`config.mk`:
```
export PLATFORM = sky130hd
export DESIGN_NAME = inst_fetch
export DESIGN_NICKNAME = d
export VERILOG_FILES = /design/src/rtl/inst_fetch.sv
export SDC_FILE = /design/constraint.sdc
export NUM_CORES = 1
export LEC_CHECK = 0
export ABC_CLOCK_PERIOD_IN_PS = 8900
export CAP_MARGIN = 25
export CORE_ASPECT_RATIO = 1.75
export CORE_UTILIZATION = 35
export CTS_CLUSTER_DIAMETER = 30
export CTS_CLUSTER_SIZE = 20
export DETAILED_ROUTE_END_ITERATION = 16
export PLACE_DENSITY = 0.63
export REMOVE_ABC_BUFFERS = 1
export SYNTH_ARGS = -nofsm -noshare
export SYNTH_HDL_FRONTEND = slang
export SYNTH_SLANG_ARGS = --single-unit
```
`constraint.sdc`:
```
create_clock -name clk -period 8.9 [get_ports clk]
set_input_delay 1.78 -clock clk [delete_from_list [all_inputs] [get_ports clk]]
set_output_delay 1.78 -clock clk [all_outputs]
set_load 0.01 [all_outputs]
```
`src/rtl/inst_fetch.sv`:
```
// Instruction fetch front end: fetch PC, 2-entry {pc, inst} buffer toward decode,
// redirect handling with wrong-path flush, sticky misalignment flag and delivery count.
module inst_fetch #(
   parameter logic [31:0] RESET_PC = 32'h0000_0000
) (
   input  logic        clk,
   input  logic        rst,
   output logic [31:0] imem_addr,
   input  logic [31:0] imem_inst,
   input  logic        redirect_valid,
   input  logic [31:0] redirect_pc,
   output logic        out_valid,
   input  logic        out_ready,
   output logic [31:0] out_inst,
   output logic [31:0] out_pc,
   output logic [31:0] out_pc4,
   output logic        misalign_err,
   output logic [31:0] deliver_cnt
);

   logic [31:0] fetch_pc;
   logic [31:0] head_pc, head_inst;
   logic [31:0] tail_pc, tail_inst;
   logic [1:0]  count;
   logic        push, pop;

   assign imem_addr = fetch_pc;
   assign out_valid = (count != 2'd0);
   assign out_pc    = head_pc;
   assign out_inst  = head_inst;
   // Head is zeroed whenever the buffer empties, so this yields 4 when empty
   assign out_pc4   = head_pc + 32'd4;

   assign pop  = out_valid & out_ready;
   assign push = !redirect_valid & ((count < 2'd2) | pop);

   always_ff @(posedge clk) begin
      if (rst) begin
         fetch_pc     <= RESET_PC;
         count        <= '0;
         head_pc      <= '0;
         head_inst    <= '0;
         tail_pc      <= '0;
         tail_inst    <= '0;
         misalign_err <= 1'b0;
         deliver_cnt  <= '0;
      end else begin
         if (pop)
            deliver_cnt <= deliver_cnt + 32'd1;

         if (redirect_valid) begin
            fetch_pc  <= {redirect_pc[31:2], 2'b00};
            count     <= '0;
            head_pc   <= '0;
            head_inst <= '0;
            if (redirect_pc[1:0] != 2'b00)
               misalign_err <= 1'b1;
         end else begin
            if (push)
               fetch_pc <= fetch_pc + 32'd4;

            // Shift-style buffer: head always holds the oldest entry
            unique case ({push, pop})
               2'b10: begin
                  if (count == 2'd0) begin
                     head_pc   <= fetch_pc;
                     head_inst <= imem_inst;
                  end else begin
                     tail_pc   <= fetch_pc;
                     tail_inst <= imem_inst;
                  end
                  count <= count + 2'd1;
               end
               2'b01: begin
                  if (count == 2'd2) begin
                     head_pc   <= tail_pc;
                     head_inst <= tail_inst;
                  end else begin
                     head_pc   <= '0;
                     head_inst <= '0;
                  end
                  count <= count - 2'd1;
               end
               2'b11: begin
                  if (count == 2'd2) begin
                     head_pc   <= tail_pc;
                     head_inst <= tail_inst;
                     tail_pc   <= fetch_pc;
                     tail_inst <= imem_inst;
                  end else begin
                     head_pc   <= fetch_pc;
                     head_inst <= imem_inst;
                  end
               end
               default: ;
            endcase
         end
      end
   end

endmodule

```
Word-level counts from Yosys, hierarchy flattened
Cells that the tools add are included.

Register bits: 195. Input bits: 68. Output and inout bits: 162. Logic and storage cells: 55.

Add/subtract/negate cells: 5. $lt $le $gt $ge: 1. Equality and inequality tests: 7. Multiplexer cells: 17. Bitwise operators: 4. Reductions and logical operators: 12.

Operators by type and width (count): 32-bit 2-to-1 mux (12); 32-bit case mux with 3 select lines (2); 32-bit case mux with 2 select lines (2); 32-bit by 3-bit adder with 32-bit output, second input constant (2); 32-bit by 1-bit adder with 32-bit output, second input constant (1); 2-bit nonzero test (5); 2-bit equality test, second input constant (3); 2-bit != test, second input constant (3); 2-bit case mux with 2 select lines (1); 2-bit AND reduction (2); 4-bit AND reduction (1); 3-bit nonzero test (1); 2-bit by 1-bit adder with 2-bit output, second input constant (1); 1-bit AND (2); 2-bit by 1-bit equality test with 1-bit output, second input constant (1); 2-bit logical NOT (1); 2-bit < comparator, second input constant (1); 2-bit OR reduction (1); 2-bit by 1-bit subtractor with 2-bit output, second input constant (1); 1-bit logical NOT (1); 1-bit NOT (1); 1-bit bitwise OR (1).

Longest topological paths before layout
Depth in word-level cells: 7. Depth in mapped cells: 13. Depth with buffers taken out: 8.

Worst setup path before layout
No wires, ideal clock.

Path kind: input to register. Start: input redirect_valid. End: register head_inst[19], in the netlist out_inst[19]. Library setup time: 86 ps. Data arrival time: 4063 ps. Required time: 8814 ps. Setup slack: 4751 ps. Stages: 12. Buffers on the path: 4. Cells stage by stage: clkbuf_1 inv_1 clkbuf_1 clkbuf_1 nand2_1 inv_1 ha_1 nor2_1 nor3_1 clkbuf_1 a22oi_1 a211oi_1.

Word-level cells in the longest chain between the ends: 5. Elaborated cells between the ends (all ways): 10. Classes of those cells: eq/ne: 4; mux: 1; bitwise: 1; reduce/logical: 4.

Ends and longest elaborated chain: start, declared (RTL line 10) `input logic redirect_valid,`; 1-bit logical NOT (RTL line 35) `assign push = !redirect_valid & ((count < 2'd2) | pop);`; 1-bit AND (RTL line 35); 2-bit equality test or 2-bit by 1-bit equality test with 1-bit output (tied branches) (RTL line 63) `unique case ({push, pop})`; 2-bit != test (no source line) or 3-bit nonzero test (tied branches); 2-bit AND reduction (no source line); end signal, assigned (RTL line 67) `head_inst <= imem_inst;`; end signal, assigned (RTL line 77) `head_inst <= tail_inst;`; end signal, assigned (RTL line 87) `head_inst <= tail_inst;`; end, declared (RTL line 22) `logic [31:0] head_pc, head_inst;`.

Several ways; a longest one is shown, not always the timed one. A chain may end at the register's enable or synchronous reset.

Worst setup path in the final report
Start: register head_pc[10], in the netlist out_pc[10]. End: output out_pc4[30].

Word-level cells in the longest chain between the ends: 1.

Ends and longest elaborated chain: start, declared (RTL line 22); start signal, assigned (RTL line 66) `head_pc <= fetch_pc;`; start signal, assigned (RTL line 76) `head_pc <= tail_pc;`; start signal, assigned (RTL line 86) `head_pc <= tail_pc;`; 32-bit by 3-bit adder with 32-bit output (RTL line 32) `assign out_pc4 = head_pc + 32'd4;`; end, declared (RTL line 16) `output logic [31:0] out_pc4,`.

No other way between the ends.

==> results.sh <==
export IMPL_vdd_drop_max_uv=107.8
export IMPL_finalSetupViolCount=0
export IMPL_arrival_ns=3.14
export IMPL_grt_pass1_vias=7791
export IMPL_relSlewSlack_pct=33.85
export IMPL_startpoint_type="flip-flop"
export IMPL_rsz0062_at_grt="false"
export IMPL_finalHoldViolCount=0
export IMPL_fin_nets=1315
export IMPL_num_vias=8581
export IMPL_synthCells=1077
export IMPL_avgViaCountPerCell=5.480
export IMPL_place_port_buffers=223
export IMPL_yosysUniqueCellTypes=49
export IMPL_cpPeakStageDelay_ns=0.89
export IMPL_crit_end="out_pc4[30]"
export IMPL_synth_xor_area_share_pct=5.091
export IMPL_path_cells="nand4_1 -> nor4_1 -> nand3_1 -> xnor2_1 -> clkdlybuf4s50_1"
export IMPL_cp_data_required_time_ns=7.12
export IMPL_rr_worst_depth=8
export IMPL_synth_largest_area_cell="dfxtp_1"
export IMPL_synth_seq_cells=189
export IMPL_die_w_um=121.7
export IMPL_wirelength_mm=27.39
export IMPL_synth_simple_area_share_pct=23.66
export IMPL_avgSynthCellArea_sq_um=8.147
export IMPL_syn_area_sq_um=8775
export IMPL_setup_tns_ns=0
export IMPL_wire_per_inst_um=17.49
export IMPL_ios=230
export IMPL_yosysTopAreaCellShare_pct=43.12
export IMPL_report_final_slew_viol_count=0
export IMPL_rrSetupSlack_ns=6.07
export IMPL_dieArea_sq_um=25730
export IMPL_insertion_delay_ns=0.44
export IMPL_r2r_start="count[0]"
export IMPL_synth_common_cells="dfxtp_1 (189), nand2_1 (164), nor2_1 (106), a21oi_1 (86), clkbuf_1 (71)"
export IMPL_synth_edf_count=0
export IMPL_cts_setup_buffers=0
export IMPL_grtUsageTotal_pct=21.39
export IMPL_min_period_ns=4.916
export IMPL_seq_area_frac_synth_pct=43.12
export IMPL_worst_path_buf_inv=1
export IMPL_cts_buffers=17
export IMPL_root_buffer="clkbuf_16"
export IMPL_async_flop_share_pct=0
export IMPL_cpLargestDelayFamily="simple AND/OR/NAND/NOR gates"
export IMPL_status="finished clean"
export IMPL_synth_area_mux_share_pct=0.1283
export IMPL_timing_rr_end="out_inst[12]"
export IMPL_finClkSkew_ns=0.008915
export IMPL_htreeDepth=4
export IMPL_gp_congestion=0.8078
export IMPL_min_path_type="reg2reg"
export IMPL_max_freq_mhz=203.4
export IMPL_finalPower_w=0.001979
export IMPL_leakage_nw=3.808
export IMPL_worstPathMaxFanout=7
export IMPL_numClockSinks=189
export IMPL_cp_depth=5
export IMPL_start_util_pct=35.63
export IMPL_first_pass_iters=5
export IMPL_grt_pass1_wl_mm=42.69
export IMPL_end_kind="output pin"
export IMPL_antenna_left=0
export IMPL_drive_gt1_share_pct=4.147
export IMPL_slowest_stage="nor4_1"
export IMPL_p_per_area_nw_per_um2=168.1
export IMPL_crit_start="out_pc[10]"
export IMPL_synth_main_ff_cell="dfxtp_1"
export IMPL_synth_compound_area_share_pct=21.96
export IMPL_maxCapViolations=0
export IMPL_grt_max_degree=99
export IMPL_antenna_found_initial=0
export IMPL_path_clk_slew_ns=0.07
export IMPL_finalCritPeriodShare_pct=55.24
export IMPL_area_growth_pct=34.16
export IMPL_drc=0
export IMPL_cts_tree="built"
export IMPL_grt_remaining_overflow=0
export IMPL_worstSetupPathType="reg2out"
export IMPL_post_cts_resized=0
export IMPL_hpwl_mm=18.50
export IMPL_n_antenna_cell=0
export IMPL_core_sq_um=24630
export IMPL_synth_top_family_by_area="simple AND/OR/NAND/NOR gates"
export IMPL_worst_pin_slew_ns=0.9923
export IMPL_clk_path_buf_depth=2
export IMPL_ys_warn_count=0
export IMPL_rows=76
export IMPL_holdBufCountCts=0
export IMPL_synth_area_leaders="dfxtp_1 (43%), nand2_1 (7.0%), a211oi_1 (5.9%)"
export IMPL_final_area_sq_um=11770
export IMPL_placed_area_sq_um=11160
export IMPL_synthAdderAreaFrac_pct=0.8556
export IMPL_yosysMostFrequentCell="dfxtp_1"
export IMPL_drt_iter0_markers=611
export IMPL_die_height_um=211.5
routing by layer:
metal  track usage [%]  wire [um]  vias to the layer above
li1                  -          -                     4245
met2             37.79      14400                      260
met3             4.283       1392                       49
met4             10.56       1019                        0
met5                 0          0                        -
met1             24.04      10580                     4027
cell usage in the layout, fill, tap and decap left out, drive strengths merged, types with 2 or more instances in the layout:
master	Yosys	layout
nand2	164	164
nand2b	2	2
clkinv	1	6
a22oi	62	62
or2	4	4
clkbuf	71	20
dfxtp	189	189
o2111ai	2	2
inv	15	17
conb	1	6
nand3	34	34
buf	23	12
a311oi	14	14
xnor2	38	38
o21ai	13	13
and3	10	10
clkdlybuf4s50	0	222
bufinv	0	3
and2	4	4
a311o	3	3
xor2	13	13
o31ai	26	26
clkinvlp	0	2
or4	28	28
nand4	28	28
a21oi	86	86
nor4	15	15
a211oi	69	69
nor3	12	12
or3	7	7
o2111a	4	4
nor2	106	106
nor2b	5	5
ha	6	6
and4	13	13
layout make-up:
| cell class | count | area, sq um |
|---|---|---|
| clock buffer | 20 | 446.7 |
| clock inverter | 12 | 161.4 |
| fill | 2397 | 12860 |
| inverter | 16 | 60.06 |
| multi-input combinational | 783 | 4601 |
| sequential | 189 | 3784 |
| tap | 312 | 390.4 |
| timing repair buffer | 234 | 2330 |
tightest hold or removal path, cell delays in order, from the launching register on:
cell     delay, ns
dfxtp_1       0.31
inv_1         0.05
a21oi_1       0.05
how the worst min path moves through the flow:
stage                    endpoint  slack [ns]           from  cells past startpoint
floorplan            tail_inst[0]        0.43   tail_inst[0]                      2
global placement     misalign_err        0.43   misalign_err                      2
detailed placement  tail_inst[18]        0.45  tail_inst[18]                      2
CTS                   tail_pc[10]        0.46    tail_pc[10]                      2
global route        tail_inst[30]        0.47  tail_inst[30]                      2
finish               misalign_err        0.45   misalign_err                      2
flip-flops by register name, indices dropped and copies added (netlist names):
signal and count:
count 2, deliver_cnt 32, imem_addr 30, misalign_err 1
out_inst 32, out_pc 30, tail_inst 32, tail_pc 30
cell families (layout without fill, tap and decap cells):
family / after synthesis / in the layout
other: 1 / 6
multiplexers: 1 / 1
adder cells (fa/ha/maj): 6 / 6
XOR/XNOR: 51 / 51
AO/OA/AOI/OAI: 283 / 283
AND/OR/NAND/NOR: 436 / 436
buffers and inverters: 110 / 282
flip-flops: 189 / 189
metrics by stage:
step           cells  worst slack [ns]  util, %  hold WS [ns]
2_1_floorplan    988             2.095        -        0.4300
3_3_place_gp    1532             4.183    45.20        0.4333
3_5_place_dp    1534             4.081    45.33        0.4463
4_1_cts         1566             3.930    47.80        0.4555
5_1_grt         1566             3.780    47.80        0.4662
6_report        1566             3.984    47.80        0.4528
power by group:
| group | switching (W) | internal (W) | leakage [nW] | total (W) |
|---|---|---|---|---|
| clock network | 0.000341 | 0.000453 | 0.292 | 0.000793 |
| logic | 0.000132 | 0.000133 | 1.98 | 0.000266 |
| registers | 0.0000426 | 0.000877 | 1.54 | 0.000920 |
Note: power is estimated with default switching activity, not from simulation.
